===== config.mk =====
export PLATFORM = sky130hd
export DESIGN_NAME = pe_stream_loader_flat
export DESIGN_NICKNAME = d
export VERILOG_FILES = /design/src/rtl/pe_stream_loader_if.sv /design/src/rtl/pe_stream_loader.sv /design/src/flat_wrapper.sv
export SDC_FILE = /design/constraint.sdc
export NUM_CORES = 1
export LEC_CHECK = 0
export BUFFER_PORTS_ARGS = -buffer_cell sky130_fd_sc_hd__buf_2
export CELL_PAD_IN_SITES_DETAIL_PLACEMENT = 1
export CELL_PAD_IN_SITES_GLOBAL_PLACEMENT = 2
export CORE_MARGIN = 2
export CORE_UTILIZATION = 38
export DETAILED_ROUTE_END_ITERATION = 8
export PLACE_DENSITY = 0.93
export SYNTH_ARGS = -nofsm -noshare
export SYNTH_HDL_FRONTEND = slang
export SYNTH_SLANG_ARGS = --single-unit

===== constraint.sdc =====
create_clock -name clk -period 6.1 [get_ports clk]
set_input_delay 0.915 -clock clk [delete_from_list [all_inputs] [get_ports clk]]
set_output_delay 0.915 -clock clk [all_outputs]
set_load 0.05 [all_outputs]

===== src/rtl/pe_stream_loader_if.sv =====
// Stream beat input and PE buffer write bus for pe_stream_loader.
// The master drives stream beats and write readiness; the slave is the loader.
interface pe_stream_loader_if #(
  parameter int DATA_W = 16,
  parameter int ADDR_W = 8
);
  logic              src_valid;
  logic              src_is_filter;
  logic              src_last;
  logic [DATA_W-1:0] src_data;
  logic              src_ready;
  logic              wr_ready;
  logic              wr_en;
  logic              wr_sel;
  logic [ADDR_W-1:0] wr_addr;
  logic [DATA_W-1:0] wr_data;

  modport master (
    output src_valid, src_is_filter, src_last, src_data, wr_ready,
    input  src_ready, wr_en, wr_sel, wr_addr, wr_data
  );

  modport slave (
    input  src_valid, src_is_filter, src_last, src_data, wr_ready,
    output src_ready, wr_en, wr_sel, wr_addr, wr_data
  );
endinterface


===== src/rtl/pe_stream_loader.sv =====
// Routes tagged stream beats into the PE filter/input buffers and signals load completion.
// One load FSM per target; the filter finish is a level and the input finish is a pulse.
module pe_stream_loader_fsm #(
  parameter int DEPTH = 64,
  parameter int CNT_W = 7,
  parameter bit PULSE = 1'b0
) (
  input  logic             clk,
  input  logic             rst,
  input  logic             req,
  input  logic [CNT_W-1:0] len,
  input  logic             acc,
  input  logic             last,
  output logic             active,
  output logic [CNT_W-1:0] cnt,
  output logic             finish,
  output logic             err
);
  typedef enum logic [1:0] {S_IDLE, S_LOAD, S_DONE} state_e;

  state_e           state;
  logic [CNT_W-1:0] len_q;
  logic             req_q;
  logic             start, clamp, fin_beat, done;

  assign clamp    = len > CNT_W'(DEPTH);
  // From DONE only a rising request edge starts the next load.
  assign start    = ((state == S_IDLE) && req) || ((state == S_DONE) && req && !req_q);
  assign fin_beat = cnt == (len_q - CNT_W'(1));
  assign done     = (state == S_LOAD) && ((len_q == '0) || (acc && (fin_beat || last)));
  // A zero-length load never accepts beats so it cannot produce writes.
  assign active   = (state == S_LOAD) && (len_q != '0);
  assign err      = (start && clamp) || (acc && (fin_beat != last));

  always_ff @(posedge clk or negedge rst) begin
    if (!rst) begin
      state  <= S_IDLE;
      len_q  <= '0;
      cnt    <= '0;
      finish <= 1'b0;
      req_q  <= 1'b0;
    end else begin
      req_q <= req;
      if (PULSE) finish <= 1'b0;
      if (start) begin
        state  <= S_LOAD;
        len_q  <= clamp ? CNT_W'(DEPTH) : len;
        cnt    <= '0;
        finish <= 1'b0;
      end else if (state == S_LOAD) begin
        if (acc) cnt <= cnt + CNT_W'(1);
        if (done) begin
          state  <= S_DONE;
          finish <= 1'b1;
        end
      end
    end
  end
endmodule

module pe_stream_loader #(
  parameter int DATA_W       = 16,
  parameter int FILTER_DEPTH = 64,
  parameter int INPUT_DEPTH  = 256,
  parameter int FCNT_W       = $clog2(FILTER_DEPTH+1),
  parameter int ICNT_W       = $clog2(INPUT_DEPTH+1)
) (
  input  logic              clk,
  input  logic              rst,
  input  logic              req_filter_valid,
  input  logic              req_input_valid,
  input  logic [FCNT_W-1:0] filter_len,
  input  logic [ICNT_W-1:0] input_len,
  pe_stream_loader_if.slave bus,
  output logic              stream_filter_finish,
  output logic              stream_input_finish,
  output logic              err_len
);
  localparam int AW = $clog2(INPUT_DEPTH);

  logic              f_active, i_active, f_acc, i_acc, f_err, i_err;
  logic [FCNT_W-1:0] fcnt;
  logic [ICNT_W-1:0] icnt;

  assign bus.src_ready = bus.wr_ready & bus.src_valid & (bus.src_is_filter ? f_active : i_active);
  assign f_acc = bus.src_ready & bus.src_is_filter;
  assign i_acc = bus.src_ready & ~bus.src_is_filter;

  pe_stream_loader_fsm #(.DEPTH(FILTER_DEPTH), .CNT_W(FCNT_W), .PULSE(1'b0)) u_filter (
    .clk(clk), .rst(rst), .req(req_filter_valid), .len(filter_len), .acc(f_acc),
    .last(bus.src_last), .active(f_active), .cnt(fcnt), .finish(stream_filter_finish),
    .err(f_err)
  );

  pe_stream_loader_fsm #(.DEPTH(INPUT_DEPTH), .CNT_W(ICNT_W), .PULSE(1'b1)) u_input (
    .clk(clk), .rst(rst), .req(req_input_valid), .len(input_len), .acc(i_acc),
    .last(bus.src_last), .active(i_active), .cnt(icnt), .finish(stream_input_finish),
    .err(i_err)
  );

  // Write stage lands together with the finish flag raised on the same edge.
  always_ff @(posedge clk or negedge rst) begin
    if (!rst) begin
      bus.wr_en   <= 1'b0;
      bus.wr_sel  <= 1'b0;
      bus.wr_addr <= '0;
      bus.wr_data <= '0;
      err_len     <= 1'b0;
    end else begin
      bus.wr_en <= f_acc | i_acc;
      if (f_acc | i_acc) begin
        bus.wr_sel  <= bus.src_is_filter;
        bus.wr_data <= bus.src_data;
        bus.wr_addr <= bus.src_is_filter ? AW'(fcnt) : AW'(icnt);
      end
      if (f_err | i_err) err_len <= 1'b1;
    end
  end
endmodule


===== src/flat_wrapper.sv =====
// flat-port wrapper written by rule: the top's interface ports become plain ports
module pe_stream_loader_flat 
#(
  parameter int DATA_W       = 16,
  parameter int FILTER_DEPTH = 64,
  parameter int INPUT_DEPTH  = 256,
  parameter int FCNT_W       = $clog2(FILTER_DEPTH+1),
  parameter int ICNT_W       = $clog2(INPUT_DEPTH+1)
)
  (clk, rst, req_filter_valid, req_input_valid, filter_len, input_len, stream_filter_finish, stream_input_finish, err_len, bus_src_valid, bus_src_is_filter, bus_src_last, bus_src_data, bus_wr_ready, bus_src_ready, bus_wr_en, bus_wr_sel, bus_wr_addr, bus_wr_data);
  pe_stream_loader_if #(.DATA_W(DATA_W), .ADDR_W(8)) bus_i ();
  input  logic clk;
  input  logic rst;
  input  logic req_filter_valid;
  input  logic req_input_valid;
  input  logic [FCNT_W-1:0] filter_len;
  input  logic [ICNT_W-1:0] input_len;
  output logic stream_filter_finish;
  output logic stream_input_finish;
  output logic err_len;
  input wire logic [$bits(bus_i.src_valid)-1:0] bus_src_valid;
  input wire logic [$bits(bus_i.src_is_filter)-1:0] bus_src_is_filter;
  input wire logic [$bits(bus_i.src_last)-1:0] bus_src_last;
  input wire logic [$bits(bus_i.src_data)-1:0] bus_src_data;
  input wire logic [$bits(bus_i.wr_ready)-1:0] bus_wr_ready;
  output wire logic [$bits(bus_i.src_ready)-1:0] bus_src_ready;
  output wire logic [$bits(bus_i.wr_en)-1:0] bus_wr_en;
  output wire logic [$bits(bus_i.wr_sel)-1:0] bus_wr_sel;
  output wire logic [$bits(bus_i.wr_addr)-1:0] bus_wr_addr;
  output wire logic [$bits(bus_i.wr_data)-1:0] bus_wr_data;
  assign bus_i.src_valid = bus_src_valid;
  assign bus_i.src_is_filter = bus_src_is_filter;
  assign bus_i.src_last = bus_src_last;
  assign bus_i.src_data = bus_src_data;
  assign bus_i.wr_ready = bus_wr_ready;
  assign bus_src_ready = bus_i.src_ready;
  assign bus_wr_en = bus_i.wr_en;
  assign bus_wr_sel = bus_i.wr_sel;
  assign bus_wr_addr = bus_i.wr_addr;
  assign bus_wr_data = bus_i.wr_data;
  pe_stream_loader #(.DATA_W(DATA_W), .FILTER_DEPTH(FILTER_DEPTH), .INPUT_DEPTH(INPUT_DEPTH), .FCNT_W(FCNT_W), .ICNT_W(ICNT_W)) u_core (.clk(clk), .rst(rst), .req_filter_valid(req_filter_valid), .req_input_valid(req_input_valid), .filter_len(filter_len), .input_len(input_len), .bus(bus_i), .stream_filter_finish(stream_filter_finish), .stream_input_finish(stream_input_finish), .err_len(err_len));
endmodule

# Yosys cells after proc, flatten, opt, wreduce, memory -nomap -nowiden
# Index checks and enable logic that the tools add are counted.
# totals
register_bits	67
in_bits	40
output_inout_bits	30
elab_cells	100
# classes
addsub	4
order_cmp	2
n_eq_ne	8
muxes	22
n_bitwise	7
reduce_logical	42
# ops
operator	count
$mux 9	4
$mux 7	4
$logic_and 1x1->1	16
$mux 2	6
$reduce_bool 2->1	6
$add 9x1->9 const B	1
$eq 9x9->1	1
$gt 9x9->1 const B	1
$logic_not 9->1	1
$reduce_bool 9->1	1
$sub 9x1->9 const B	1
$logic_or 1x1->1	8
$mux 8	1
$reduce_and 2->1	4
$add 7x1->7 const B	1
$eq 7x7->1	1
$gt 7x7->1 const B	1
$logic_not 7->1	1
$mux 1	7
$reduce_bool 7->1	1
$sub 7x1->7 const B	1
$and 1x1->1	4
$eq 2x1->1 const B	2
$eq 2x2->1 const B	2
5 further kinds	9

# Logic depth before layout (Yosys ltp)
# logic_depth
ltp_word	11
ltp_mapped	11
mapped_depth_nobuf	11

# By module
# A second synthesis with hierarchy kept.
# hier_totals
cells_unflattened	322
area_unflattened_um2	3442.1
# modules_own_cells
mod	instances	cells_per_inst	area_each_um2	seq_area_each_um2
pe_stream_loader_fsm (u_core.u_input)	1	136	1307.5	550.5
pe_stream_loader	1	81	1126.1	675.6
pe_stream_loader_fsm (u_core.u_filter)	1	105	1008.5	425.4

# Worst setup path after synthesis
# No wires, ideal clock.
# synth_timing
kind	input port to output port
start	in bus_src_is_filter
end	out bus_src_ready
arrival_ns	1.968
required_time_ns	5.185
slack_ns	3.217
stages	6
n_path_buf	2
cell_sequence	buf_2 -> nand2_1 -> nor3_2 -> nand2_2 -> nand2_4 -> buf_6
# synth_via
elab_chain_len	2
# synth_lines
item	line	source
start, declared	flat_wrapper.sv:22	input wire logic [$bits(bus_i.src_is_filter)-1:0] bus_src_is_filter;
$mux 1	pe_stream_loader.sv:85	assign bus.src_ready = bus.wr_ready & bus.src_valid & (bus.src_is_filter ? f_active : i_active);
$and 1x1->1	pe_stream_loader.sv:85	
end, declared	flat_wrapper.sv:26	output wire logic [$bits(bus_i.src_ready)-1:0] bus_src_ready;
# No other way between the ends.

# Worst setup path after layout
# Ends and elaborated chain as after synthesis.

==> run_summary.xml <==
<?xml version="1.0" encoding="UTF-8"?>
<metrics>
  <group name="logic_synthesis">
    <metric name="adder_cell_share_of_the_synthesized_area" unit="%">2.550</metric>
    <metric name="asyncSetResetFlopFracSynth" unit="%">100.0</metric>
    <metric name="syn-instance-count" unit="">320</metric>
    <metric name="synth.mux.area_fraction" unit="%">12.09</metric>
    <metric name="synth_simple_gate_area_share" unit="%">19.53</metric>
    <metric name="synth_compound_area_share" unit="%">5.829</metric>
    <metric name="synth.distinct_cells" unit="">44</metric>
    <metric name="main_combinational_cell_family_by_area_after_synthesis" unit="">simple AND/OR/NAND/NOR gates</metric>
    <metric name="netlist_top_cells_area" unit="">sky130_fd_sc_hd__dfrtp_1, sky130_fd_sc_hd__mux2_4, sky130_fd_sc_hd__xor2_1, sky130_fd_sc_hd__nand2_1, sky130_fd_sc_hd__mux2_2</metric>
    <metric name="seq_area_frac_synth" unit="%">48.09</metric>
    <metric name="yosys.cell_count.top_type" unit="">sky130_fd_sc_hd__dfrtp_1</metric>
    <metric name="synth_xor_area_share" unit="%">8.925</metric>
    <metric name="synthFlopType" unit="">sky130_fd_sc_hd__dfrtp_1</metric>
    <metric name="synth.largest_area_cell" unit="">sky130_fd_sc_hd__dfrtp_1</metric>
    <metric name="number_of_enable_flip_flop_cells_after_synthesis" unit="">0</metric>
    <metric name="post_synth.cell_area_avg" unit="um^2">10.73</metric>
    <metric name="synth.yosys.warnings" unit="">0</metric>
    <metric name="ys_seq_elements" unit="">66</metric>
    <metric name="mappedNetlistArea" unit="mm^2">0.003435</metric>
    <metric name="synth_commonest_cells" unit="">sky130_fd_sc_hd__dfrtp_1, sky130_fd_sc_hd__nand2_1, sky130_fd_sc_hd__nor2_1, sky130_fd_sc_hd__xor2_1, sky130_fd_sc_hd__mux2_4</metric>
    <metric name="syn-num-nets" unit="">367</metric>
    <metric name="synth.top_cell.area_share" unit="%">48.09</metric>
  </group>
  <group name="flow_run">
    <metric name="maxCapViolCount" unit="">0</metric>
  </group>
  <group name="critical_path">
    <metric name="path_max_fanout" unit="">25</metric>
    <metric name="reg2regPathDepth" unit="">11</metric>
    <metric name="reg2reg_to" unit="">u_core.u_input.state[1]$_DFFE_PN0P_</metric>
    <metric name="worst_ep_arrival_time" unit="ns">2.53</metric>
    <metric name="timing_worst_setup_path_type" unit="">input port to output pin</metric>
    <metric name="worstPathRequired" unit="ns">5.18</metric>
    <metric name="critical_path.reg2reg.startpoint" unit="">u_core.u_input.len_q[0]$_DFFE_PN0N_</metric>
    <metric name="rrSetupSlack" unit="ns">3.58</metric>
    <metric name="endpoint_kind_of_the_worst_setup_timing_path" unit="">output pin</metric>
    <metric name="critPathLaunchType" unit="">input port</metric>
  </group>
  <group name="hold_path">
    <metric name="worst_hold_path.endpoint" unit="">u_core.err_len$_DFFE_PN0P_</metric>
    <metric name="hold_start" unit="">u_core.err_len$_DFFE_PN0P_</metric>
    <metric name="hold-path-cell-count" unit="">2</metric>
    <metric name="worstHoldPathType" unit="">register to register</metric>
  </group>
  <group name="placement">
    <metric name="place_inst" unit="">488</metric>
    <metric name="port_buffers" unit="">69</metric>
    <metric name="global_placement_routability_congestion" unit="">0.7898</metric>
    <metric name="hpwl" unit="um">5876</metric>
  </group>
  <group name="timing">
    <metric name="tns" unit="ns">0</metric>
    <metric name="worst_slew_pin_slew" unit="ns">0.8471</metric>
    <metric name="max_freq" unit="MHz">290.2</metric>
    <metric name="drv_slew" unit="">0</metric>
    <metric name="finalWorstPathRequiredPeriod" unit="ns">3.446</metric>
    <metric name="grt_setup_unrepaired" unit="">no</metric>
    <metric name="slew_headroom" unit="%">43.53</metric>
    <metric name="final-setup-viol-count" unit="">0</metric>
    <metric name="final_hold_viol_count" unit="">0</metric>
    <metric name="clock-skew-final" unit="ns">0.01016</metric>
    <metric name="final.period_utilization" unit="%">56.48</metric>
  </group>
  <group name="finish">
    <metric name="area_growth_syn_to_layout" unit="%">18.43</metric>
    <metric name="stdcell_count" unit="">504</metric>
    <metric name="layout.area.seq" unit="mm^2">0.001652</metric>
    <metric name="finalNetCount" unit="">438</metric>
    <metric name="multi_input_comb_area" unit="mm^2">0.001680</metric>
    <metric name="antenna_cells" unit="">0</metric>
    <metric name="final_layout_size_suffix_gt1_share" unit="%">31.82</metric>
    <metric name="fillers" unit="">1010</metric>
  </group>
  <group name="detailed_routing">
    <metric name="ant_nets" unit="">0</metric>
    <metric name="routed_wirelength_normalized_by_instance_count" unit="um">15.99</metric>
    <metric name="drt-total-wl" unit="um">8058</metric>
    <metric name="wl_met2" unit="um">3989</metric>
    <metric name="met1Wirelength" unit="um">3570</metric>
    <metric name="drt_iter0_markers" unit="">60</metric>
    <metric name="post_drt_via_cell_ratio" unit="">5.127</metric>
    <metric name="highest-signal-layer" unit="">met4</metric>
    <metric name="met3_length" unit="um">345</metric>
    <metric name="route.detailed.drc" unit="">0</metric>
    <metric name="dr_total_vias" unit="">2584</metric>
    <metric name="firstDrtPassIters" unit="">4</metric>
  </group>
  <group name="clocking">
    <metric name="clock_tree_from_tritoncts" unit="">yes</metric>
    <metric name="number_of_hold_repair_buffers_added_at_the_cts_stage" unit="">0</metric>
    <metric name="cts_inserted_buffers" unit="">9</metric>
    <metric name="cts-resized-gates" unit="">0</metric>
    <metric name="number_of_buffers_inserted_to_repair_setup_after_cts" unit="">0</metric>
    <metric name="cts.reportedPaths.clkPinSlew" unit="ns">0.08</metric>
    <metric name="cts-root-buf" unit="">sky130_fd_sc_hd__clkbuf_8</metric>
    <metric name="ctsLongestPathBuffers" unit="">2</metric>
    <metric name="clk-insertion-delay-late" unit="ns">0.36</metric>
    <metric name="clock_sinks" unit="">66</metric>
    <metric name="htree_num_levels" unit="">3</metric>
  </group>
  <group name="floorplanning">
    <metric name="chipHeight" unit="um">99.07</metric>
    <metric name="die_width" unit="um">99.07</metric>
    <metric name="initial_utilization" unit="%">39.19</metric>
    <metric name="core_area" unit="mm^2">0.008763</metric>
    <metric name="pin_count" unit="">70</metric>
    <metric name="row_count" unit="">34</metric>
    <metric name="floorplan.die_area" unit="mm^2">0.009815</metric>
  </group>
  <group name="power">
    <metric name="powerDensity" unit="mW/mm^2">493.9</metric>
    <metric name="peakVddDrop" unit="V">0.0001946</metric>
    <metric name="power.static_leakage" unit="nW">1.984</metric>
    <metric name="power_total" unit="W">0.002009</metric>
  </group>
  <group name="grt">
    <metric name="grt_antenna_before_repair" unit="">0</metric>
    <metric name="grt-ovfl-total" unit="">0</metric>
    <metric name="grt_pass1_wl" unit="um">13700</metric>
    <metric name="pin_count_of_the_biggest_net_entering_global_routing" unit="">67</metric>
    <metric name="grt.total_usage" unit="%">17.87</metric>
    <metric name="via_count_of_the_first_global_routing_pass" unit="">2728</metric>
  </group>
  <group name="outcome">
    <metric name="outcome" unit="">finished, final reports clean</metric>
  </group>
</metrics>
==> worst max-delay path by stage <==
stage | endpoint | slack, ns | start
final | bus_src_ready | 2.65 | bus_src_is_filter
after global placement | bus_src_ready | 2.72 | bus_src_is_filter
after CTS | bus_src_ready | 2.64 | bus_src_is_filter
after detailed placement | bus_src_ready | 2.63 | bus_src_is_filter
after floorplan | bus_src_ready | 3.22 | bus_src_is_filter
after global routing | bus_src_ready | 2.47 | bus_src_is_filter
==> state kept, by name, indices dropped and copies added (netlist names) <==
name                    flops
u_core.u_filter.state       1
u_core.bus.wr_sel           1
u_core.u_filter.cnt         7
u_core.u_input.len_q        9
u_core.u_filter.finish      1
u_core.bus.wr_addr          8
u_core.u_input.req_q        1
u_core.err_len              1
u_core.bus.wr_en            1
u_core.u_filter.req_q       1
u_core.bus.wr_data         16
u_core.u_input.cnt          9
u_core.u_input.finish       1
u_core.u_input.state        2
u_core.u_filter.len_q       7
==> logic make-up after synthesis <==
kind of cell | count (synthesis)
simple gates | 130
mux | 31
fa+ha+maj | 7
buf+inv | 21
flops | 66
compound gates | 30
xor+xnor | 35
==> layout by cell type, fill, tap and decap left out, drive strengths merged, types with 2 or more instances in the layout <==
| master | n |
|---|---|
| a21oi | 8 |
| a31oi | 2 |
| and2 | 4 |
| and3 | 5 |
| buf | 71 |
| clkbuf | 10 |
| clkinv | 3 |
| dfrtp | 66 |
| ha | 7 |
| inv | 11 |
| mux2 | 30 |
| nand2 | 50 |
| nand2b | 4 |
| nand3 | 13 |
| nand3b | 10 |
| nand4 | 7 |
| nor2 | 21 |
| nor3 | 6 |
| nor4 | 5 |
| nor4b | 2 |
| o21ai | 11 |
| xnor2 | 14 |
| xor2 | 21 |
==> where the power goes <==
part	switching [W]	internal, W
registers	0.000144	0.000576
clock network	0.000182	0.000200
logic	0.000566	0.000340
==> critical path, cell delays in order <==
cell                      delay, ns
sky130_fd_sc_hd__buf_2         0.20
sky130_fd_sc_hd__nand2_1       0.09
sky130_fd_sc_hd__nor3_2        0.38
sky130_fd_sc_hd__nand2_2       0.19
sky130_fd_sc_hd__nand2_4       0.38
sky130_fd_sc_hd__buf_2         0.35
==> per-stage QoR <==
step                      util (%)  area, um^2  setup slack, ns  hold slack, ns
after floorplan                  -        3435            3.217          0.4722
after global placement       44.10        3865            2.718          0.4779
after detailed placement     44.10        3865            2.630          0.4846
after CTS                    46.42        4068            2.640          0.5086
after global routing         46.42        4068            2.468          0.5314
final                        46.42        4068            2.654          0.4964
==> area by class of cell <==
class	count	share of cell area, %
Tap cell	108	3.322
Multi-Input combinational cell	233	41.31
Clock buffer	10	3.384
Clock inverter	6	1.600
Sequential cell	66	40.60
Timing Repair Buffer	71	8.859
Inverter	10	0.9228
==> routing by layer <==
| layer | vias up | GRT usage [%] |
|---|---|---|
| met4 | 0 | 6.955 |
| met3 | 15 | 5.957 |
| met5 | - | 0 |
| met2 | 45 | 28.74 |
| li1 | 1237 | - |
| met1 | 1287 | 22.28 |
Power figures use the tool's default switching activity.
